===== src/rtl/register_file_mp.sv =====
// register_file_mp: multi-ported register file with highest-port write
// priority, a per-register busy scoreboard and a sticky write-collision flag.
// Entry 0 is hardwired to zero and is never marked busy.
// Optional macro REGFILE_BYPASS_EN: a read that hits a same-cycle write
// returns the write data, and that register reads not-busy unless it is
// also being reserved in the same cycle.
module register_file_mp #(
   parameter int unsigned XLEN   = 32,
   parameter int unsigned DEPTH  = 32,
   parameter int unsigned NUM_RD = 2,
   parameter int unsigned NUM_WR = 2,
   localparam int unsigned AW    = $clog2(DEPTH)
) (
   input  logic                     clk,
   input  logic                     reset,
   input  logic [NUM_RD*AW-1:0]     rd_addr,
   output logic [NUM_RD*XLEN-1:0]   rd_data,
   output logic [NUM_RD-1:0]        rd_busy,
   input  logic [NUM_WR-1:0]        wr_en,
   input  logic [NUM_WR*AW-1:0]     wr_addr,
   input  logic [NUM_WR*XLEN-1:0]   wr_data,
   input  logic                     rsv_en,
   input  logic [AW-1:0]            rsv_addr,
   output logic [DEPTH-1:0]         busy_vec,
   output logic                     wr_coll
);

   logic [DEPTH-1:0][XLEN-1:0] mem;
   logic [DEPTH-1:0][XLEN-1:0] mem_nxt;
   logic [DEPTH-1:0]           busy;
   logic [DEPTH-1:0]           busy_nxt;
   logic                       coll_now;
   logic [AW-1:0]              ra;
   logic [XLEN-1:0]            rdat;
   logic                       rbusy;
   logic                       byp;

   // Next register contents; ascending port order lets the highest port win.
   always_comb begin
      mem_nxt = mem;
      for (int unsigned j = 0; j < NUM_WR; j++) begin
         if (wr_en[j] && (wr_addr[j*AW +: AW] != '0))
            mem_nxt[wr_addr[j*AW +: AW]] = wr_data[j*XLEN +: XLEN];
      end
      mem_nxt[0] = '0;
   end

   // Next scoreboard: writes clear, then a reservation sets (newer producer wins).
   always_comb begin
      busy_nxt = busy;
      for (int unsigned j = 0; j < NUM_WR; j++) begin
         if (wr_en[j])
            busy_nxt[wr_addr[j*AW +: AW]] = 1'b0;
      end
      if (rsv_en)
         busy_nxt[rsv_addr] = 1'b1;
      busy_nxt[0] = 1'b0;
   end

   // Detect two enabled write ports hitting the same nonzero address.
   always_comb begin
      coll_now = 1'b0;
      for (int unsigned j = 0; j < NUM_WR; j++) begin
         for (int unsigned k = j + 1; k < NUM_WR; k++) begin
            if (wr_en[j] && wr_en[k] &&
                (wr_addr[j*AW +: AW] == wr_addr[k*AW +: AW]) &&
                (wr_addr[j*AW +: AW] != '0))
               coll_now = 1'b1;
         end
      end
   end

   // State registers; asynchronous reset clears everything.
   always_ff @(posedge clk or posedge reset) begin
      if (reset) begin
         mem     <= '0;
         busy    <= '0;
         wr_coll <= 1'b0;
      end else begin
         mem  <= mem_nxt;
         busy <= busy_nxt;
         if (coll_now)
            wr_coll <= 1'b1;
      end
   end

   assign busy_vec = busy;

   // Combinational read ports, with optional same-cycle write forwarding.
   always_comb begin
      rd_data = '0;
      rd_busy = '0;
      ra      = '0;
      rdat    = '0;
      rbusy   = 1'b0;
      byp     = 1'b0;
      for (int unsigned i = 0; i < NUM_RD; i++) begin
         ra    = rd_addr[i*AW +: AW];
         rdat  = mem[ra];
         rbusy = busy[ra];
         byp   = 1'b0;
`ifdef REGFILE_BYPASS_EN
         for (int unsigned j = 0; j < NUM_WR; j++) begin
            if (wr_en[j] && (wr_addr[j*AW +: AW] == ra)) begin
               rdat = wr_data[j*XLEN +: XLEN];
               byp  = 1'b1;
            end
         end
         if (byp)
            rbusy = rsv_en && (rsv_addr == ra);
`endif
         if (ra == '0) begin
            rdat  = '0;
            rbusy = 1'b0;
         end
         rd_data[i*XLEN +: XLEN] = rdat;
         rd_busy[i]              = rbusy;
      end
   end

endmodule


===== config.mk =====
export PLATFORM = sky130hd
export DESIGN_NAME = register_file_mp
export DESIGN_NICKNAME = d
export VERILOG_FILES = /design/src/rtl/register_file_mp.sv
export SDC_FILE = /design/constraint.sdc
export NUM_CORES = 2
export LEC_CHECK = 0
export CORE_ASPECT_RATIO = 1.5
export CORE_MARGIN = 10
export CORE_UTILIZATION = 51
export CTS_BUF_LIST = sky130_fd_sc_hd__clkbuf_16
export DETAILED_ROUTE_END_ITERATION = 12
export PLACE_DENSITY = 0.69
export SETUP_SLACK_MARGIN = 0.15
export SLEW_MARGIN = 40
export SYNTH_ARGS = -nofsm -noshare
export SYNTH_HDL_FRONTEND = slang
export SYNTH_SLANG_ARGS = --single-unit

===== constraint.sdc =====
create_clock -name clk -period 38.1 [get_ports clk]
set_input_delay 7.62 -clock clk [delete_from_list [all_inputs] [get_ports clk]]
set_output_delay 7.62 -clock clk [all_outputs]
set_load 0.005 [all_outputs]

==> impl_metrics.ini <==
[drt]
route.met3.wl_mm = 32.67
drtIter0Drc = 7523
drt_wl_total_mm = 262.7
avgViaCountPerCell = 7.045
firstDrtPassIters = 6
route.detailed.drc = 0
m1WireLength_mm = 88.08
antenna_left = 0
routed.top_layer = met5
vias = 53560
wl_met2_mm = 115.4
routedWlPerCell_um = 34.55

[sta]
relSlewSlack_pct = 31.97
fin_skew_ns = 0
setup_ws_ns = 18.49
drv_slew = 0
setup_viol = 0
period_needed_ns = 19.61
tightest_slew_ns = 1.020
rsz0062_at_grt = false
setup_tns_ns = 0
period_share_pct = 51.48
fmaxAchievable_ghz = 0.05099
hold_viol_final = 0

[logic_synthesis]
synth_area_leaders = dfrtp_1 (40%), mux2i_1 (17%), mux4_2 (14%)
synth_top_cell_area_share_pct = 39.72
synth_edf_count = 0
yosys_warnings = 0
postSynthCellCount = 6119
yosysSeqAreaShare_pct = 39.72
syn-mean-instance-area_um2 = 10.54
syn-cell-area_um2 = 64520
postSynth.asyncResetShare_pct = 100.0
ys_ff_latch = 1024
synth_top_area_cell = dfrtp_1
synth_cell_type_count = 58
ys.flop_type = dfrtp_1
synth_nets = 6213

[global_route]
grt_max_degree = 118
grt_pass1_vias = 52700
antenna_found_initial = 24
grt_pass1_wl_mm = 377.7
overflow = 0
grt.total_usage_pct = 36.56

[critical_path]
reg2regPathDepth = 1
reg2reg_slack_ns = 37.12
critPathLaunchType = input port
worstPathRequired_ns = 30.48
worstSetupPathType = input port to output port
critPathLaunch = rd_addr[0]
r2r-start = busy_vec[3]$_DFF_PP0_
critPathCaptureType = output port
critPathMaxFanout = 47
rr_endpoint = busy_vec[3]$_DFF_PP0_
cp-endpoint = rd_data[2]
worstPathArrival_ns = 11.99

[clock_network]
cts_setup_buffers = 0
cts_resized = 0
path_clk_slew_ns = 0.06
root_buffer = clkbuf_16
clk_latency_ns = 0.75
htree_levels = 3
numCtsBuffers = 101
cts_buffer_depth = 3
cts_sinks = 1024
cts-hold-fix-buffers = 0
cts_tree = done

[worst_hold_path]
hold_depth = 2
hold_path.class = register to register

[floorplanning]
die_area_um2 = 141400
die_w_um = 310.4
rows = 159
start_util_pct = 51.40
die_h_um = 455.6
core_area_um2 = 125500
pin_count = 193

[placement]
dp_slack_ns = 18.03
portBuffers = 191
dpl.hpwl_mm = 149.8
gp_congestion = 0.8916

[power]
powerDensity_nw_per_um2 = 51.51
power.leakage_nw = 29.84
ir_drop_uv = 42.81

[final_layout]
fin_util_pct = 55.74
layout.nets = 5911
area_delta_synth_final_pct = 8.443
n_fill_cell = 10720
drive_above_1_share_pct = 16.30

[run_status]
status = complete, no violations

[run]
cap_violations = 0
==> kinds of logic (layout without fill, tap and decap cells) <==
family                    after synthesis  after routing  share of synthesized area, %
buffers and inverters                 743            526                         5.736
other                                   1             12                      0.005812
xor gates and xnor gates                5              5                       0.06789
DFF                                  1024           1024                         39.72
AOI/OAI and AO/OA                    1485           1485                         13.33
muxes                                1591           1591                         32.92
and+or+nand+nor                      1270           1270                         8.222
==> cells in the mapped netlist (35+ instances only) <==
master	n
mux2_2	109
dfrtp_1	1024
mux4_2	414
clkbuf_1	364
a21oi_1	553
a211oi_1	51
nor2_1	543
a22o_1	103
buf_6	42
o22ai_1	51
o21ai_1	87
o31ai_1	35
buf_4	101
buf_2	173
nor2b_1	42
o21ai_0	453
nand2_1	578
mux2i_1	1068
buf_1	48
==> layout by cell type (no fill, tap or decap), types with 16 or more instances in the layout <==
| master | synthesis | layout |
|---|---|---|
| a211oi_1 | 51 | 48 |
| a21oi_1 | 553 | 553 |
| a221o_1 | 19 | 19 |
| a22o_1 | 103 | 103 |
| a22oi_1 | 25 | 25 |
| a31oi_1 | 21 | 21 |
| buf_2 | 173 | 51 |
| buf_4 | 101 | 86 |
| buf_6 | 42 | 31 |
| clkbuf_16 | 0 | 103 |
| clkdlybuf4s50_1 | 0 | 131 |
| clkinv_1 | 0 | 24 |
| clkinv_2 | 0 | 24 |
| dfrtp_1 | 1024 | 1024 |
| inv_1 | 11 | 27 |
| mux2_2 | 109 | 109 |
| mux2i_1 | 1068 | 1068 |
| mux4_2 | 414 | 414 |
| nand2_1 | 578 | 546 |
| nand2_8 | 0 | 16 |
| nand2b_1 | 18 | 17 |
| nand3_1 | 22 | 20 |
| nor2_1 | 543 | 527 |
| nor2_4 | 4 | 28 |
| nor2b_1 | 42 | 36 |
| o21ai_0 | 453 | 453 |
| o21ai_1 | 87 | 87 |
| o221ai_1 | 33 | 33 |
| o22ai_1 | 51 | 51 |
| o31ai_1 | 35 | 32 |
==> worst max-delay path, stage by stage <==
cell and delay (ns):
buf_8 0.41, buf_6 0.60, buf_4 0.75, buf_6 0.58, mux4_2 0.34, mux2_2 0.15
nand2_1 0.07, a211oi_1 0.72, clkdlybuf4s50_1 0.66
==> routing by layer <==
| metal | up-vias | track usage [%] |
|---|---|---|
| li1 | 21750 | - |
| met2 | 4254 | 54.42 |
| met5 | - | 0 |
| met3 | 1361 | 10.00 |
| met4 | 18 | 29.75 |
| met1 | 26180 | 43.95 |
==> area by class of cell <==
type	count	area [um^2]	area share, %
Sequential cell	1024	25620	36.62
Clock inverter	85	624.3	0.8923
Antenna cell	11	27.53	0.03934
Inverter	14	66.31	0.09478
Tap cell	1690	2115	3.022
Multi-Input combinational cell	4352	35840	51.23
Timing Repair Buffer	324	3089	4.415
Clock buffer	103	2577	3.684
==> stage by stage <==
stage	hold slack (ns)	cell area [um^2]	cells	power (W)
after floorplan	0.4602	64520	6119	0.002258
after global placement	0.5521	66280	7387	0.002537
after detailed placement	0.5621	66600	7400	0.002582
after CTS	0.5712	69800	7588	0.003581
after global routing	0.6145	69950	7597	0.003752
final	0.5768	69970	7603	0.003604
==> worst min-delay path by stage <==
stage                           start                endpoint  slack (ns)
2_1_floorplan     wr_coll$_DFFE_PP0P_     wr_coll$_DFFE_PP0P_        0.46
3_3_place_gp        mem[96]$_DFF_PP0_       mem[96]$_DFF_PP0_        0.55
3_5_place_dp   busy_vec[22]$_DFF_PP0_  busy_vec[22]$_DFF_PP0_        0.56
4_1_cts        busy_vec[22]$_DFF_PP0_  busy_vec[22]$_DFF_PP0_        0.57
5_1_grt        busy_vec[23]$_DFF_PP0_  busy_vec[23]$_DFF_PP0_        0.61
6_report            mem[97]$_DFF_PP0_       mem[97]$_DFF_PP0_        0.58
==> report_power, final <==
group	total (W)	switching [W]	internal, W
combinational	0.000964	0.000444	0.000520
clock	0.00101	0.000468	0.000544
sequential	0.00163	0.000251	0.00138
==> registers in the layout, summed over array words and instances (netlist names) <==
| signal | cells |
|---|---|
| busy_vec | 31 |
| mem | 992 |
| wr_coll | 1 |
Power figures use the tool's default switching activity.
